## src/rtl/seg_pkg.sv

```systemverilog
// Shared definitions for the seven-segment scan decoder family: segment
// patterns (active-high gfedcba), FSM state encoding and the default digit count.
package seg_pkg;

  localparam int DEFAULT_DIGITS = 8;

  localparam logic [6:0] SEG_0 = 7'h3F;
  localparam logic [6:0] SEG_1 = 7'h06;
  localparam logic [6:0] SEG_2 = 7'h5B;
  localparam logic [6:0] SEG_3 = 7'h4F;
  localparam logic [6:0] SEG_4 = 7'h66;
  localparam logic [6:0] SEG_5 = 7'h6D;
  localparam logic [6:0] SEG_6 = 7'h7D;
  localparam logic [6:0] SEG_7 = 7'h07;
  localparam logic [6:0] SEG_8 = 7'h7F;
  localparam logic [6:0] SEG_9 = 7'h6F;
  localparam logic [6:0] SEG_A = 7'h77;
  localparam logic [6:0] SEG_B = 7'h7C;
  localparam logic [6:0] SEG_C = 7'h39;
  localparam logic [6:0] SEG_D = 7'h5E;
  localparam logic [6:0] SEG_E = 7'h79;
  localparam logic [6:0] SEG_F = 7'h71;

  typedef enum logic [1:0] {
    SEARCH = 2'd0,
    SETTLE = 2'd1,
    HOLD   = 2'd2
  } state_t;

endpackage

```

## src/rtl/seg7_to_hex.sv

```systemverilog
// Combinational seven-segment (active-high gfedcba) to hex nibble decoder;
// valid drops for any pattern outside the 16 hex glyphs.
module seg7_to_hex
  import seg_pkg::*;
(
  input  logic [6:0] pattern,
  output logic [3:0] nibble,
  output logic       valid
);

  always_comb begin
    nibble = 4'h0;
    valid  = 1'b1;
    case (pattern)
      SEG_0:   nibble = 4'h0;
      SEG_1:   nibble = 4'h1;
      SEG_2:   nibble = 4'h2;
      SEG_3:   nibble = 4'h3;
      SEG_4:   nibble = 4'h4;
      SEG_5:   nibble = 4'h5;
      SEG_6:   nibble = 4'h6;
      SEG_7:   nibble = 4'h7;
      SEG_8:   nibble = 4'h8;
      SEG_9:   nibble = 4'h9;
      SEG_A:   nibble = 4'hA;
      SEG_B:   nibble = 4'hB;
      SEG_C:   nibble = 4'hC;
      SEG_D:   nibble = 4'hD;
      SEG_E:   nibble = 4'hE;
      SEG_F:   nibble = 4'hF;
      default: valid  = 1'b0;
    endcase
  end

endmodule

```

## src/rtl/seg_scan_decoder.sv

```systemverilog
// Recovers the displayed number from a multiplexed 7-seg scan (AN/SEG).
// Define SEG_DP_CAPTURE_EN to also capture decimal points on a dp output.
module seg_scan_decoder
  import seg_pkg::*;
#(
  parameter int STABLE_CYCLES = 4,
  parameter int DIGITS        = DEFAULT_DIGITS
) (
  input  logic                  clk,
  input  logic                  rst,
  input  logic [DIGITS-1:0]     AN,
  input  logic [7:0]            SEG,
  output logic [4*DIGITS-1:0]   value,
  output logic                  frame_valid,
  output logic                  frame_changed,
`ifdef SEG_DP_CAPTURE_EN
  output logic [DIGITS-1:0]     dp,
`endif
  output logic                  frame_err
);

  localparam int IDX_W = (DIGITS > 1) ? $clog2(DIGITS) : 1;
  localparam logic [7:0] STABLE_LIM = 8'(STABLE_CYCLES);
`ifdef SEG_DP_CAPTURE_EN
  localparam logic [7:0] SEG_MASK = 8'hFF;
`else
  localparam logic [7:0] SEG_MASK = 8'h7F;
`endif

  logic [DIGITS-1:0]   s_an, p_an, an_lo;
  logic [7:0]          s_seg, p_seg;
  logic                sel_ok, same;
  logic [IDX_W-1:0]    idx;
  logic [3:0]          dec_nib;
  logic                dec_ok;

  state_t              state, state_n;
  logic [7:0]          cnt, cnt_n;
  logic                capture;

  logic [4*DIGITS-1:0] work, prev, new_frame;
  logic [DIGITS-1:0]   seen, new_seen;
  logic                err_acc;

  // Sample stage: one register on AN/SEG plus a second copy for the stability compare
  always_ff @(posedge clk or posedge rst) begin
    if (rst) begin
      s_an  <= '1;
      s_seg <= SEG_MASK;
      p_an  <= '1;
      p_seg <= SEG_MASK;
    end else begin
      s_an  <= AN;
      s_seg <= SEG & SEG_MASK;
      p_an  <= s_an;
      p_seg <= s_seg;
    end
  end

  assign an_lo  = ~s_an;
  assign sel_ok = (an_lo != '0) && ((an_lo & (an_lo - 1'b1)) == '0);
  assign same   = (s_an == p_an) && (s_seg == p_seg);

  always_comb begin
    idx = '0;
    for (int i = 0; i < DIGITS; i++)
      if (!s_an[i]) idx = IDX_W'(i);
  end

  seg7_to_hex u_dec (
    .pattern (~s_seg[6:0]),
    .nibble  (dec_nib),
    .valid   (dec_ok)
  );

  // Dwell tracking: a digit is captured once per dwell after STABLE_CYCLES equal samples
  always_ff @(posedge clk or posedge rst) begin
    if (rst) begin
      state <= SEARCH;
      cnt   <= 8'd0;
    end else begin
      state <= state_n;
      cnt   <= cnt_n;
    end
  end

  always_comb begin
    state_n = state;
    cnt_n   = cnt;
    capture = 1'b0;
    case (state)
      SEARCH: begin
        if (sel_ok) begin
          cnt_n   = 8'd1;
          state_n = (STABLE_LIM == 8'd1) ? HOLD : SETTLE;
          capture = (STABLE_LIM == 8'd1);
        end
      end
      SETTLE: begin
        if (same) begin
          if (({1'b0, cnt} + 9'd1) >= {1'b0, STABLE_LIM}) begin
            capture = 1'b1;
            state_n = HOLD;
          end else begin
            cnt_n = cnt + 8'd1;
          end
        end else if (sel_ok) begin
          cnt_n   = 8'd1;
          state_n = (STABLE_LIM == 8'd1) ? HOLD : SETTLE;
          capture = (STABLE_LIM == 8'd1);
        end else begin
          state_n = SEARCH;
        end
      end
      HOLD: begin
        if (!same) begin
          if (sel_ok) begin
            cnt_n   = 8'd1;
            state_n = (STABLE_LIM == 8'd1) ? HOLD : SETTLE;
            capture = (STABLE_LIM == 8'd1);
          end else begin
            state_n = SEARCH;
          end
        end
      end
      default: state_n = SEARCH;
    endcase
  end

  always_comb begin
    new_frame = work;
    new_frame[int'(idx)*4 +: 4] = dec_ok ? dec_nib : 4'h0;
    new_seen = seen;
    new_seen[idx] = 1'b1;
  end

`ifdef SEG_DP_CAPTURE_EN
  logic [DIGITS-1:0] work_dp, prev_dp, new_dp;

  always_comb begin
    new_dp = work_dp;
    new_dp[idx] = ~s_seg[7];
  end
`endif

  // Frame assembly: the capture completing the seen mask publishes the frame
  always_ff @(posedge clk or posedge rst) begin
    if (rst) begin
      work          <= '0;
      prev          <= '0;
      seen          <= '0;
      err_acc       <= 1'b0;
      value         <= '0;
      frame_valid   <= 1'b0;
      frame_changed <= 1'b0;
      frame_err     <= 1'b0;
`ifdef SEG_DP_CAPTURE_EN
      work_dp       <= '0;
      prev_dp       <= '0;
      dp            <= '0;
`endif
    end else begin
      frame_valid <= 1'b0;
      if (capture) begin
        work <= new_frame;
`ifdef SEG_DP_CAPTURE_EN
        work_dp <= new_dp;
`endif
        if (&new_seen) begin
          value       <= new_frame;
          prev        <= new_frame;
          frame_valid <= 1'b1;
          frame_err   <= err_acc | ~dec_ok;
          seen        <= '0;
          err_acc     <= 1'b0;
`ifdef SEG_DP_CAPTURE_EN
          dp            <= new_dp;
          prev_dp       <= new_dp;
          frame_changed <= {new_dp, new_frame} != {prev_dp, prev};
`else
          frame_changed <= new_frame != prev;
`endif
        end else begin
          seen    <= new_seen;
          err_acc <= err_acc | ~dec_ok;
        end
      end
    end
  end

endmodule
```

## config.mk

```make
export PLATFORM = sky130hd
export DESIGN_NAME = seg_scan_decoder
export DESIGN_NICKNAME = d
export VERILOG_FILES = /design/src/rtl/seg_pkg.sv /design/src/rtl/seg7_to_hex.sv /design/src/rtl/seg_scan_decoder.sv
export SDC_FILE = /design/constraint.sdc
export NUM_CORES = 1
export LEC_CHECK = 0
export BUFFER_PORTS_ARGS = -buffer_cell sky130_fd_sc_hd__buf_2
export CAP_MARGIN = 20
export CORE_MARGIN = 3
export CORE_UTILIZATION = 45
export DETAILED_ROUTE_END_ITERATION = 8
export GPL_ROUTABILITY_DRIVEN = 0
export HOLD_SLACK_MARGIN = 0.05
export SYNTH_ARGS = -nofsm -noshare
export SYNTH_HDL_FRONTEND = slang
export SYNTH_HIERARCHICAL = 1
export SYNTH_SLANG_ARGS = --single-unit
```

## constraint.sdc

```tcl
create_clock -name clk -period 11.9 [get_ports clk]
set_input_delay 1.19 -clock clk [delete_from_list [all_inputs] [get_ports clk]]
set_output_delay 1.19 -clock clk [all_outputs]
set_load 0.1 [all_outputs]
```

==> reports/metrics.cfg <==
[power_and_ir_drop]
leakage_nw=3.09
p_clk_share_pct=54.3
peakVddDrop_uv=76.5
p_comb_share_pct=4.9
seqPwrFrac_pct=40.7
p_int_mw=0.798
switchingPower_mw=0.217
switching_share_pct=21.4
p_per_area_mw_per_mm2=146

[detailed_routing]
dr.pass1.iters=5
routedWlPerCell_um=16.0
wl_um=13500
drc=0
drt_iter0_drc=372
viasPerCell=5.42
ant_nets=0
num_vias=4587

[timing]
skew_ns=0.00609
fin_ws_ns=7.05
slew_violations=0
final.period_utilization_pct=40.7
tightestPinTransition_ns=0.754
rsz0062_at_grt=no
setup_viol=0
hold_violations=0
slew_headroom_pct=49.5
fmax_mhz=206
setup_tns_ns=0
final.min_clock_period_ns=4.85

[logic_synthesis]
synth_nets=651
synth_cells=625
synth_edf_count=0
synth_area_mm2=0.00601
ys_seq_elements=116
yosysWarnings=6
async_flop_share_pct=100
ys_seq_area_share_pct=48.9
syn_area_per_cell_um2=9.62
synth.distinct_cells=74
ys.flop_type=dfrtp_1

[clock_tree]
clkTransAtPathRegs_ns=0.05
ctsResizeCount=0
cts-root-buf=clkbuf_16
post-cts-setup-buffers=0
cts_buffers=17
ctsHoldBuffers=0
clkLatencyLatePin_ns=0.42
cts_max_level=4
cts_max_path_buffers=2
cts_tree=yes
cts_sinks=116

[global_route]
use_met3_pct=4.18
grt.overflow.total=0
antenna_found_initial=0
grt_first_pass_wirelength_um=22300
grt_usage_pct=19.3
grtUsageMet1_pct=27.3
grt_max_degree=64
top_usage_layer=met2
use_met2_pct=29.0
grt_pass1_vias=4355

[cells_and_area]
instances_no_fill=847
syn_to_final_growth_pct=15.6
fin_nets=688
drive_gt1_share_pct=20.4
finish.utilization_pct=54.2
diodes=0

[floorplan]
pin_count=53
die_w_um=122
rows=41
fp.dieH_um=122
dieArea_mm2=0.0148
start_util_pct=46.9
core_mm2=0.0128

[critical_path]
crit_fanout=10
arrival_ns=5.14
cp_top_family=simple AND/OR/NAND/NOR gates
end_kind=flip-flop
rr_worst_depth=13
crit_slowest_cell=dfstp_2
worst-path-buf-inv=0
worst_r2r_endpoint=frame_changed$_DFFE_PP0P_
path_class=flip-flop to flip-flop
slowest_delay_ns=0.64
r2r_start=s_an[5]$_DFF_PP1_
cp.required_ns=12.19
start_kind=flip-flop
r2r_slack_ns=7.05
critical_path.most_common_cell=ha_1
path_cells=nor2b_1 -> a311o_1 -> and2_1 -> ha_1 -> ha_1 -> nand3b_1 -> o31a_1 -> or3_1 -> o2bb2ai_1 -> a2111oi_0 -> or4b_1 -> nor4_2 -> a2bb2oi_1

[min_path]
worstHoldPathCells=0
holdPathEnd=p_seg[4]$_DFF_PP1_
min_from=s_seg[4]$_DFF_PP1_
hold_path_class=flip-flop to flip-flop

[place]
dp_slack_ns=7.07
numPortBuffers=51
hpwl_um=9360
placedCellCount=815

[status]
status=completed

[flow_run]
max_cap_viol_count=0

-- cell usage after synthesis, types with 3 or more instances --
library cell	n	area share (%)
a211oi_1	3	0.37
a21oi_1	18	1.5
a22o_1	3	0.44
a22oi_1	15	1.9
a31oi_1	5	0.52
a32oi_1	3	0.44
and2_1	9	0.94
and3_1	3	0.31
buf_2	7	0.58
buf_6	7	1.3
clkbuf_1	20	1.2
dfrtp_1	86	36
dfstp_2	30	13
ha_1	8	1.7
inv_1	19	1.2
inv_2	3	0.19
mux2i_1	7	1.2
nand2_1	83	5.2
nand2b_1	5	0.52
nand3_1	7	0.58
nand3b_1	3	0.37
nand4_1	7	0.73
nand4_2	3	0.62
nand4b_1	3	0.44
nor2_1	43	2.7
nor2b_1	11	1.1
nor3_1	15	1.2
nor4_1	6	0.62
o2111ai_1	3	0.44
o211ai_1	3	0.37
o21ai_0	78	6.5
o21ai_1	3	0.25
o22ai_1	3	0.31
o31ai_1	5	0.62
or2_2	3	0.31
or3_1	5	0.52
xnor2_1	27	3.9
xor2_1	19	2.8
-- through the flow --
step / hold WS (ns) / cell area (um^2) / total power, mW
after global placement: 0.374 / 6300 / 0.468
after CTS: 0.380 / 6950 / 1.03
after detailed placement: 0.373 / 6300 / 0.471
after floorplan: 0.352 / 6010 / 0.458
final: 0.379 / 6950 / 1.02
after global routing: 0.387 / 6950 / 1.05
-- power by group through the flow --
stage / Sequential [mW] / Combinational [mW] / Clock (mW)
finish: 0.413 / 0.0501 / 0.552
global route: 0.414 / 0.0567 / 0.580
CTS: 0.414 / 0.0509 / 0.563
detailed placement: 0.420 / 0.0506 / 0
global placement: 0.419 / 0.0490 / 0
floorplan: 0.416 / 0.0427 / 0
-- metal layers --
| layer | routed length [um] | share of wire, % | vias to the layer above |
|---|---|---|---|
| met5 | 0 | 0 | - |
| met4 | 211 | 1.6 | 0 |
| met3 | 522 | 3.9 | 14 |
| met2 | 6180 | 46 | 92 |
| met1 | 6620 | 49 | 2200 |
| li1 | - | - | 2281 |
-- state kept, by name, summed over array words and instances (netlist names) --
name	count
prev	32
work	32
cnt	8
p_an	8
s_an	8
seen	8
p_seg	7
s_seg	7
state	2
err_acc	1
frame_changed	1
frame_err	1
frame_valid	1
-- cell families (layout without fill, tap and decap cells) --
group                      after synthesis  in the layout  synth area share, %
buffers and inverters                   59            109                 4.93
muxes                                    7              7                 1.17
DFF                                    116            116                 48.9
xor gates and xnor gates                47             47                 6.97
adders and majority gates               10             10                 2.00
and+or+nand+nor                        218            218                 18.5
AOI/OAI and AO/OA                      168            168                 17.6
-- layout by cell type (no fill, tap or decap), types with 8 or more instances in the layout --
master     Yosys  routed
a21oi_1       18      18
a22oi_1       15      15
and2_1         9       9
buf_2          7      51
clkbuf_16      0      17
dfrtp_1       86      86
dfstp_2       30      30
ha_1           8       8
inv_1         19      18
nand2_1       83      83
nor2_1        43      43
nor2b_1       11      11
nor3_1        15      15
o21ai_0       78      78
xnor2_1       27      27
xor2_1        19      19
-- area by class of cell --
type	count	area, um^2
clock buffers	23	498
well taps	172	215
multi-input cells	450	2780
clock inverters	9	148
flip-flops and latches	116	2940
repair buffers	55	285
inverters	22	85.1
fillers	1183	5880
-- worst reg2reg max path, cell delays in order, from the launching register on --
cell	delay (ns)
dfstp_2	0.64
nor2b_1	0.33
a311o_1	0.48
and2_1	0.42
ha_1	0.24
ha_1	0.34
nand3b_1	0.33
o31a_1	0.33
or3_1	0.31
o2bb2ai_1	0.14
a2111oi_0	0.37
or4b_1	0.54
nor4_2	0.16
a2bb2oi_1	0.09
-- worst max path at each step --
stage                      startpoint  depth (start not counted)  slack, ns                        end
global route        s_an[5]$_DFF_PP1_                         13       6.75  frame_changed$_DFFE_PP0P_
CTS                 s_an[5]$_DFF_PP1_                         13       7.04  frame_changed$_DFFE_PP0P_
global placement    s_an[5]$_DFF_PP1_                         13       7.16  frame_changed$_DFFE_PP0P_
finish              s_an[5]$_DFF_PP1_                         13       7.05  frame_changed$_DFFE_PP0P_
floorplan           s_an[2]$_DFF_PP1_                         17       7.68  frame_changed$_DFFE_PP0P_
detailed placement  s_an[5]$_DFF_PP1_                         13       7.07  frame_changed$_DFFE_PP0P_
Note: power is estimated with default switching activity, not from simulation.
